<file path="config.mk">
export PLATFORM = sky130hd
export DESIGN_NAME = ysyx_22040931_mem_stage
export DESIGN_NICKNAME = d
export VERILOG_FILES = /design/src/rtl/ysyx_22040931_mem_stage.sv
export SDC_FILE = /design/constraint.sdc
export NUM_CORES = 1
export LEC_CHECK = 0
export BUFFER_PORTS_ARGS = -buffer_cell sky130_fd_sc_hd__buf_4
export CORE_ASPECT_RATIO = 2
export CORE_MARGIN = 4
export CORE_UTILIZATION = 35
export CTS_CLUSTER_DIAMETER = 80
export DETAILED_ROUTE_END_ITERATION = 8
export PLACE_DENSITY = 0.59
export SLEW_MARGIN = 40
export SYNTH_ARGS = -nofsm -noshare
export SYNTH_HDL_FRONTEND = slang
export SYNTH_SLANG_ARGS = --single-unit
</file>
<file path="constraint.sdc">
create_clock -name clk -period 10.6 [get_ports clk]
set_clock_uncertainty 0.05 [all_clocks]
set_input_delay 1.06 -clock clk [delete_from_list [all_inputs] [get_ports clk]]
set_output_delay 1.06 -clock clk [all_outputs]
set_load 0.01 [all_outputs]
</file>
<file path="src/rtl/ysyx_22040931_mem_stage.sv">
// ---------------------------------------------------------------------------
// ysyx_22040931_mem_stage
//   Memory-access stage of the 5-stage core. Accepts one instruction at a time
//   from EX and forwards a registered write-back triple plus pc to WB.
//   Non-memory and misaligned instructions pass through in one cycle. Aligned
//   loads and stores go through a valid/ready request to data memory and then
//   wait for a response.
//
// Ports
//   clk, rst              clock, asynchronous active-high reset
//   ex_*_i / ex_ready_o   instruction handoff from EX (valid/ready)
//   dmem_req_*            memory request: valid/ready, address, wen, wdata, wmask
//   dmem_resp_*           memory response: valid strobe and aligned read data
//   wb_valid_o, w_*_o     registered write-back triple, valid for one cycle
//   pc_o                  pc of the instruction in the write-back slot
//   misalign_o            write-back slot holds a misaligned access
// ---------------------------------------------------------------------------
module ysyx_22040931_mem_stage #(
  parameter int DATA_W = 64,
  parameter int PC_W   = 64
) (
  input  logic              clk,
  input  logic              rst,
  input  logic              ex_valid_i,
  output logic              ex_ready_o,
  input  logic [PC_W-1:0]   pc_i,
  input  logic              w_ena_i,
  input  logic [4:0]        w_addr_i,
  input  logic [DATA_W-1:0] alu_res_i,
  input  logic              mem_ren_i,
  input  logic              mem_wen_i,
  input  logic [1:0]        mem_size_i,
  input  logic              mem_unsigned_i,
  input  logic [DATA_W-1:0] store_data_i,
  output logic              dmem_req_valid_o,
  input  logic              dmem_req_ready_i,
  output logic [DATA_W-1:0] dmem_addr_o,
  output logic              dmem_wen_o,
  output logic [DATA_W-1:0] dmem_wdata_o,
  output logic [7:0]        dmem_wmask_o,
  input  logic              dmem_resp_valid_i,
  input  logic [DATA_W-1:0] dmem_rdata_i,
  output logic              wb_valid_o,
  output logic              w_ena_o,
  output logic [4:0]        w_addr_o,
  output logic [DATA_W-1:0] w_data_o,
  output logic [PC_W-1:0]   pc_o,
  output logic              misalign_o
);

  typedef enum logic [1:0] {IDLE, REQ, WAIT} state_e;

  state_e state_q;

  // Captured memory instruction (held from accept until the response)
  logic [DATA_W-1:0] addr_q;
  logic              wen_q;
  logic [DATA_W-1:0] wdata_q;
  logic [7:0]        wmask_q;
  logic [2:0]        off_q;
  logic [1:0]        size_q;
  logic              unsigned_q;
  logic              w_ena_cap_q;
  logic [4:0]        w_addr_cap_q;
  logic [PC_W-1:0]   pc_cap_q;

  // Registered write-back slot
  logic              wb_valid_q;
  logic              w_ena_q;
  logic              misalign_q;
  logic [4:0]        w_addr_q;
  logic [DATA_W-1:0] w_data_q;
  logic [PC_W-1:0]   pc_q;

  // Decode of the incoming instruction
  logic              accept;
  logic              is_mem;
  logic              is_store;
  logic              misaligned;
  logic              w_ena_gated;
  logic [2:0]        off_i;
  logic [7:0]        wmask_base;
  logic [DATA_W-1:0] wdata_fmt_d;
  logic [7:0]        wmask_fmt_d;
  // Load alignment of the response
  logic [DATA_W-1:0] load_shift;
  logic [DATA_W-1:0] load_ext_d;

  // NOTE: every signal written in always_comb gets a default first so no
  // latch is inferred on any path through the case statements.
  always_comb begin
    off_i       = alu_res_i[2:0];
    accept      = ex_valid_i && (state_q == IDLE);
    is_mem      = mem_ren_i | mem_wen_i;
    // A load wins when both enables are set.
    is_store    = mem_wen_i & ~mem_ren_i;
    w_ena_gated = w_ena_i && (w_addr_i != 5'd0);

    misaligned = 1'b0;
    wmask_base = 8'h00;
    case (mem_size_i)
      2'd0: begin misaligned = 1'b0;             wmask_base = 8'h01; end
      2'd1: begin misaligned = off_i[0];         wmask_base = 8'h03; end
      2'd2: begin misaligned = |off_i[1:0];      wmask_base = 8'h0F; end
      default: begin misaligned = |off_i;        wmask_base = 8'hFF; end
    endcase

    wdata_fmt_d = store_data_i << {off_i, 3'b000};
    wmask_fmt_d = wmask_base << off_i;
  end

  always_comb begin
    load_shift = dmem_rdata_i >> {off_q, 3'b000};
    load_ext_d = load_shift;
    case (size_q)
      2'd0: load_ext_d = {{(DATA_W-8){~unsigned_q & load_shift[7]}},   load_shift[7:0]};
      2'd1: load_ext_d = {{(DATA_W-16){~unsigned_q & load_shift[15]}}, load_shift[15:0]};
      2'd2: load_ext_d = {{(DATA_W-32){~unsigned_q & load_shift[31]}}, load_shift[31:0]};
      default: load_ext_d = load_shift;
    endcase
  end

  // NOTE: sequential state uses non-blocking assignments only, so every
  // register samples the pre-edge values of the others.
  always_ff @(posedge clk or posedge rst) begin
    if (rst) begin
      state_q      <= IDLE;
      addr_q       <= '0;
      wen_q        <= 1'b0;
      wdata_q      <= '0;
      wmask_q      <= '0;
      off_q        <= '0;
      size_q       <= '0;
      unsigned_q   <= 1'b0;
      w_ena_cap_q  <= 1'b0;
      w_addr_cap_q <= '0;
      pc_cap_q     <= '0;
      wb_valid_q   <= 1'b0;
      w_ena_q      <= 1'b0;
      misalign_q   <= 1'b0;
      w_addr_q     <= '0;
      w_data_q     <= '0;
      pc_q         <= '0;
    end else begin
      // Write-back pulses last one cycle; data fields hold between pulses.
      wb_valid_q <= 1'b0;
      w_ena_q    <= 1'b0;
      misalign_q <= 1'b0;
      case (state_q)
        IDLE: begin
          if (accept) begin
            if (is_mem && !misaligned) begin
              state_q      <= REQ;
              addr_q       <= {alu_res_i[DATA_W-1:3], 3'b000};
              wen_q        <= is_store;
              wdata_q      <= wdata_fmt_d;
              wmask_q      <= wmask_fmt_d;
              off_q        <= off_i;
              size_q       <= mem_size_i;
              unsigned_q   <= mem_unsigned_i;
              w_ena_cap_q  <= w_ena_gated;
              w_addr_cap_q <= w_addr_i;
              pc_cap_q     <= pc_i;
            end else begin
              // Non-memory op, or a misaligned access that never reaches memory.
              wb_valid_q <= 1'b1;
              w_ena_q    <= w_ena_gated & ~is_mem;
              misalign_q <= is_mem;
              w_addr_q   <= w_addr_i;
              w_data_q   <= alu_res_i;
              pc_q       <= pc_i;
            end
          end
        end
        REQ: begin
          if (dmem_req_ready_i) state_q <= WAIT;
        end
        WAIT: begin
          if (dmem_resp_valid_i) begin
            state_q    <= IDLE;
            wb_valid_q <= 1'b1;
            w_ena_q    <= w_ena_cap_q & ~wen_q;
            w_addr_q   <= w_addr_cap_q;
            pc_q       <= pc_cap_q;
            if (!wen_q) w_data_q <= load_ext_d;
          end
        end
        default: state_q <= IDLE;
      endcase
    end
  end

  assign ex_ready_o       = (state_q == IDLE);
  assign dmem_req_valid_o = (state_q == REQ);
  assign dmem_addr_o      = addr_q;
  assign dmem_wen_o       = wen_q;
  assign dmem_wdata_o     = wdata_q;
  assign dmem_wmask_o     = wmask_q;
  assign wb_valid_o       = wb_valid_q;
  assign w_ena_o          = w_ena_q;
  assign w_addr_o         = w_addr_q;
  assign w_data_o         = w_data_q;
  assign pc_o             = pc_q;
  assign misalign_o       = misalign_q;

endmodule

</file>
=== Word-level counts from Yosys, hierarchy flattened ===
Index checks and enable logic that the tools add are counted.

* Logic and storage cells: 90
* Output and inout bits: 275
* Bits in registers: 348
* Input port bits: 272

* Reductions and logical operators: 15
* Shift-type cells: 3
* Multiplexer cells: 32
* Bitwise operators: 11
* Eq/ne operators: 12

{| class="wikitable"
|+ Operators with widths
! kind !! count
|-
| 64-bit 2-to-1 mux || 7
|-
| 64-bit one-hot mux with 2 select lines || 2
|-
| 64-bit one-hot mux with 3 select lines || 1
|-
| 64-bit by 6-bit left shift with 64-bit output || 1
|-
| 64-bit by 6-bit right shift with 64-bit output || 1
|-
| 8-bit one-hot mux with 3 select lines || 1
|-
| 5-bit 2-to-1 mux || 3
|-
| 5-bit one-hot mux with 2 select lines || 1
|-
| 1-bit 2-to-1 mux || 9
|-
| 2-bit 2-to-1 mux || 4
|-
| 4-bit AND reduction || 2
|-
| 8-bit by 3-bit left shift with 8-bit output || 1
|-
| 1-bit bitwise AND || 6
|-
| 2-bit by 1-bit equality test with 1-bit output, second input constant || 3
|-
| 2-bit equality test, second input constant || 3
|-
| 2-bit zero test || 3
|-
| 2-bit by 1-bit != test with 1-bit output, second input constant || 3
|-
| 2-bit != test, second input constant || 3
|-
| 2-bit one-hot mux with 3 select lines || 1
|-
| 5-bit AND reduction || 1
|-
| 5-bit nonzero test || 1
|-
| 1-bit NOT || 4
|-
| 1-bit one-hot mux with 2 select lines || 2
|-
| 1-bit logical AND || 3
|-
| 7 further kinds || 7
|}

=== Logic depth before layout (Yosys ltp) ===
* Depth after elaboration: 7
* Mapped depth: 9
* Mapped depth without buffers: 6

=== Least setup slack after synthesis ===
Ideal clock, no wire load.

* Path type: input -> register
* From: in dmem_rdata_i[55]
* To: reg w_data_q[38], in the netlist w_data_o[38]
* Arrival: 2.562 ns
* Stages: 6
* Library setup time: 0.128 ns
* Slack: 7.859 ns
* Data required time: 10.422 ns
* Path buffers: 1
* Path through: mux2_1 mux4_2 a21oi_4 o2111a_4 buf_6 a22oi_2

* Cells in the longest elaborated chain, start to end: 6
* Elaborated cells on any way between the ends: 8
* Those cells by class: shift: 1; mux: 4; bitwise: 3

{| class="wikitable"
|+ RTL lines
! element !! line !! source
|-
| start, declared || 42 || <nowiki>input logic [DATA_W-1:0] dmem_rdata_i,</nowiki>
|-
| 64-bit by 6-bit right shift with 64-bit output * || 113 || <nowiki>load_shift = dmem_rdata_i >> {off_q, 3'b000};</nowiki>
|-
| 1-bit bitwise AND, on equally long branches || 118, 116, 117 ||
|-
| 64-bit one-hot mux with 3 select lines * || 115 || <nowiki>case (size_q)</nowiki>
|-
| 64-bit 2-to-1 mux * || 185 || <nowiki>if (!wen_q) w_data_q <= load_ext_d;</nowiki>
|-
| 64-bit 2-to-1 mux * || 179 || <nowiki>if (dmem_resp_valid_i) begin</nowiki>
|-
| 64-bit one-hot mux with 2 select lines * || 149 || <nowiki>case (state_q)</nowiki>
|-
| end signal, assigned || 170 || <nowiki>w_data_q <= alu_res_i;</nowiki>
|-
| end signal, assigned || 185 ||
|-
| end, declared || 72 || <nowiki>logic [DATA_W-1:0] w_data_q;</nowiki>
|}

Mark *: on every way between the ends. The rest lies on a longest branch, timed or not. The select of a mux whose other input is x is not followed.
A chain may end at the register's enable or synchronous reset.

=== Worst setup path after layout ===
* From: in alu_res_i[2]
* To: reg pc_q[13], in the netlist pc_o[13]

* Cells in the longest elaborated chain, start to end: 6

{| class="wikitable"
|+ RTL lines
! element !! line !! source
|-
| start, declared || 29 || <nowiki>input logic [DATA_W-1:0] alu_res_i,</nowiki>
|-
| 3-bit OR reduction || 105 || <nowiki>default: begin misaligned = |off_i; wmask_base = 8'hFF; end</nowiki>
|-
| 1-bit one-hot mux with 3 select lines || 101 || <nowiki>case (mem_size_i)</nowiki>
|-
| 1-bit zero test || 152 || <nowiki>if (is_mem && !misaligned) begin</nowiki>
|-
| 1-bit logical AND || 152 ||
|-
| 2-bit != test (no source line) || - ||
|-
| 4-bit AND reduction (no source line) || - ||
|-
| end signal, assigned || 171 || <nowiki>pc_q <= pc_i;</nowiki>
|-
| end signal, assigned || 184 || <nowiki>pc_q <= pc_cap_q;</nowiki>
|-
| end, declared || 73 || <nowiki>logic [PC_W-1:0] pc_q;</nowiki>
|}

No other way between the ends.

==> results.md <==
- Peak supply drop: 0.1685 mV
- Clock transition at path regs: 0.06 ns
- I/O pin total: 547
- Non-filler cells in the finished layout: 2863
- Async set-reset flop share out of synthesis: 1.000
- R2R depth: 6
- Die area: 54630 um^2
- H-Tree Depth: 2
- Initial antenna violation count: 5
- Clock Path Buffers: 3
- Netlist Area Pre-Place: 17760 um^2
- Number of buffers created by CTS: 36
- Remaining antenna violation count after routing: 0
- Critical path arrival: 4.21 ns
- R2R Setup Slk: 7.10 ns
- Setup bufs post-CTS: 0
- Routing usage on met2: 0.4196
- CP startpoint kind: primary input
- Yosys cell types: 53
- TritonCTS clock tree: built
- Die width: 167.3 um
- PortBufs: 543
- Hold-critical path endpoint: w_data_o[27]
- CP max FO: 102
- Total GRT Usage: 0.2393
- Met1 GRT Util: 0.2815
- Outcome: completed
- Area Overhead vs Synth: 32.75%
- Min Tclk post-route: 3.798 ns
- Cells after Synth: 1734
- Leak Pwr: 10.81 nW
- Largest net degree at the start of global routing: 144
- Post-cts repair resize count: 0
- Hold buffers post-CTS: 0
- Wirelength per Cell: 23.77 um
- Sequential-to-total area share from yosys stat: 0.4903
- Via count: 15596
- Final Core Density: 0.4708
- Max-slew violations: 0
- Initial Util: 0.3547
- RSZ-0062 raised after global routing: false
- Worst slew margin: 0.4628
- Hold/Removal Path Class: register to register
- FP Rows: 116
- Layout cell share with drive strength beyond 1: 0.3931
- Root buffer cell: clkbuf_16
- First-pass detailed-route iteration total: 9
- Slowest cell delay on critical path: 0.62 ns
- Most used DFF post-synth: dfrtp_1
- Hold path depth: 1
- Vias in the first global route: 15893
- Detail Placement HPWL: 50.99 mm
- First-pass GRT wire length: 101.7 mm
- Critical-path top delay cell: buf_4
- Initial DRC count: 1311
- Post-synth EDFFs: 0
- Fill cell count: 4778
- GRT met3 Usage: 0.05424
- Critical R2R Capture: w_data_o[57]
- MaxCap Viol Count: 0
- Yosys warns: 0
- DIE HEIGHT: 326.6 um
- DRC viols: 0
- #FFs+latches synth: 348
- Power per cell area: 251.2 nW/um^2
- Fin crit share: 0.3583
- WS Path Type: primary input to register
- Final Hold Fails: 0
- Setup TNS: 0 ns
- Area of the core: 50070 um^2
- Hold Crit Start: w_data_o[27]
- WP data required: 11.01 ns
- Max Clock Freq: 263.3 MHz
- Slew @ Worst Pin: 0.8058 ns
- Clock Latency Late Sink: 0.54 ns
- Endpoints failing setup: 0
- Fin nets: 2458
- Routed wire length: 68.06 mm
- GP Congestion: 0.9011
- GRT Residual Overflow: 0
- Grt peak-use layer: met2
- Placed Instances: 2796
- Vias/cell: 5.447
- CP Capture Type: register
- R2r startpoint: off_q[1]
- Critical Path, Cell by Cell: buf_4 -> a21oi_1 -> o2111ai_1 -> nand2_1 -> inv_4 -> buf_6 -> nor2_1 -> a31oi_1
- Syn avg cell area: 10.24 um^2
- CTS Sinks: 348
==> how the worst max path moves through the flow <==
stage	startpoint	end	slack (ns)
2_1_floorplan	rst	dmem_addr_o[10]	4.83
6_report	alu_res_i[2]	pc_o[13]	6.80
3_5_place_dp	alu_res_i[2]	pc_o[13]	6.21
3_3_place_gp	alu_res_i[2]	pc_o[24]	6.06
5_1_grt	alu_res_i[2]	pc_o[9]	6.42
4_1_cts	alu_res_i[2]	pc_o[13]	6.78
==> cell type report <==
| cell class | count | area [um^2] | area share |
|---|---|---|---|
| well taps | 649 | 812.0 | 0.03444 |
| clock buffers | 46 | 998.5 | 0.04235 |
| repair buffers | 566 | 4340 | 0.1841 |
| flip-flops and latches | 348 | 8712 | 0.3695 |
| inverters | 6 | 28.78 | 0.001221 |
| clock inverters | 19 | 267.8 | 0.01136 |
| multi-input cells | 1228 | 8413 | 0.3569 |
| diodes | 1 | 2.502 | 0.0001061 |
==> registers in the layout (all words and copies together), names as in the netlist <==
register and cells:
state_q 2, w_ena_cap_q 1, w_data_o 64, dmem_wmask_o 8, dmem_addr_o 61, wb_valid_o 1, w_ena_o 1, pc_o 64
unsigned_q 1, w_addr_o 5, size_q 2, dmem_wdata_o 64, misalign_o 1, pc_cap_q 64, w_addr_cap_q 5, off_q 3
dmem_wen_o 1
==> synth_stat cells (4+ instances only) <==
master / count / area [um^2]
a311oi_1: 16 / 140.1
buf_2: 44 / 220.2
o31ai_1: 18 / 135.1
o221ai_1: 8 / 70.07
mux2i_1: 71 / 710.7
dfrtp_1: 348 / 8708
nand3_1: 16 / 80.08
nand2b_1: 6 / 37.54
a21oi_1: 75 / 375.4
a222oi_1: 8 / 80.08
a22oi_2: 11 / 137.6
clkbuf_1: 89 / 334.1
o22ai_1: 6 / 37.54
o211ai_1: 8 / 60.06
o22a_1: 8 / 70.07
a21o_1: 27 / 202.7
inv_1: 5 / 18.77
nor3b_1: 9 / 67.56
nor3_1: 5 / 25.02
nand2_1: 314 / 1179
nor2_1: 113 / 424.2
a22oi_1: 21 / 157.7
buf_1: 14 / 52.55
mux4_2: 23 / 518.0
a31oi_1: 70 / 437.9
nor2b_1: 19 / 118.9
buf_4: 4 / 30.03
o2bb2ai_1: 8 / 70.07
a211oi_1: 35 / 262.8
mux2_2: 187 / 2106
o21ai_0: 106 / 530.5
nand3b_1: 9 / 67.56
==> logic make-up (layout without fill, tap and decap cells) <==
logic type / count (synthesis) / count (layout) / share of synthesized area
AO/OA/AOI/OAI: 436 / 436 / 0.1618
buffers and inverters: 160 / 637 / 0.03903
flip-flops: 348 / 348 / 0.4903
multiplexers: 283 / 283 / 0.1890
other: 1 / 4 / 0.0002112
AND/OR/NAND/NOR: 506 / 506 / 0.1196
==> report_power, final <==
| group | total [mW] | switching, mW | internal [mW] |
|---|---|---|---|
| Sequential | 2.16 | 0.316 | 1.85 |
| Clock | 1.38 | 0.583 | 0.801 |
| Combinational | 2.38 | 1.23 | 1.15 |
| Total | 5.92 | 2.13 | 3.79 |
==> metal layers <==
layer / vias to the layer above / routed length, um / part of all wire
met4: 6 / 3188 / 0.047
met2: 612 / 34550 / 0.51
li1: 7133 / - / -
met1: 7722 / 25520 / 0.38
met3: 123 / 4753 / 0.070
met5: - / 44 / 0.00065
==> critical path, delay by kind of cell <==
family | cells | cell delay [ns]
buffers and inverters | 3 | 1.70
and+or+nand+nor | 2 | 0.61
AOI/OAI and AO/OA | 3 | 0.76
==> placed cells by master (no fill, tap or decap), drive strengths merged, types with 8 or more instances in the layout <==
| master | count |
|---|---|
| buf | 566 |
| dfrtp | 348 |
| nand2 | 314 |
| mux2 | 189 |
| nor2 | 113 |
| o21ai | 109 |
| a21oi | 76 |
| mux2i | 71 |
| a31oi | 70 |
| clkbuf | 46 |
| a211oi | 35 |
| a22oi | 32 |
| a21o | 27 |
| mux4 | 23 |
| nor2b | 19 |
| o31ai | 18 |
| nand3 | 17 |
| a311oi | 16 |
| nor3b | 10 |
| nand3b | 9 |
| clkinv | 9 |
| inv | 9 |
| o211ai | 8 |
| o221ai | 8 |
| o2bb2ai | 8 |
| a222oi | 8 |
| o22a | 8 |
==> stage by stage <==
stage / instance area, um^2 / hold slack [ns] / total power, mW / worst slack (ns)
floorplan: 17770 / 0.3995 / 3.376 / 4.832
global placement: 22180 / 0.4126 / 4.518 / 6.059
detailed placement: 22260 / 0.4200 / 4.584 / 6.209
CTS: 23530 / 0.4341 / 5.991 / 6.777
global route: 23570 / 0.4447 / 6.264 / 6.422
finish: 23580 / 0.4279 / 5.923 / 6.802
No activity file was read; power rests on OpenSTA's default activity.
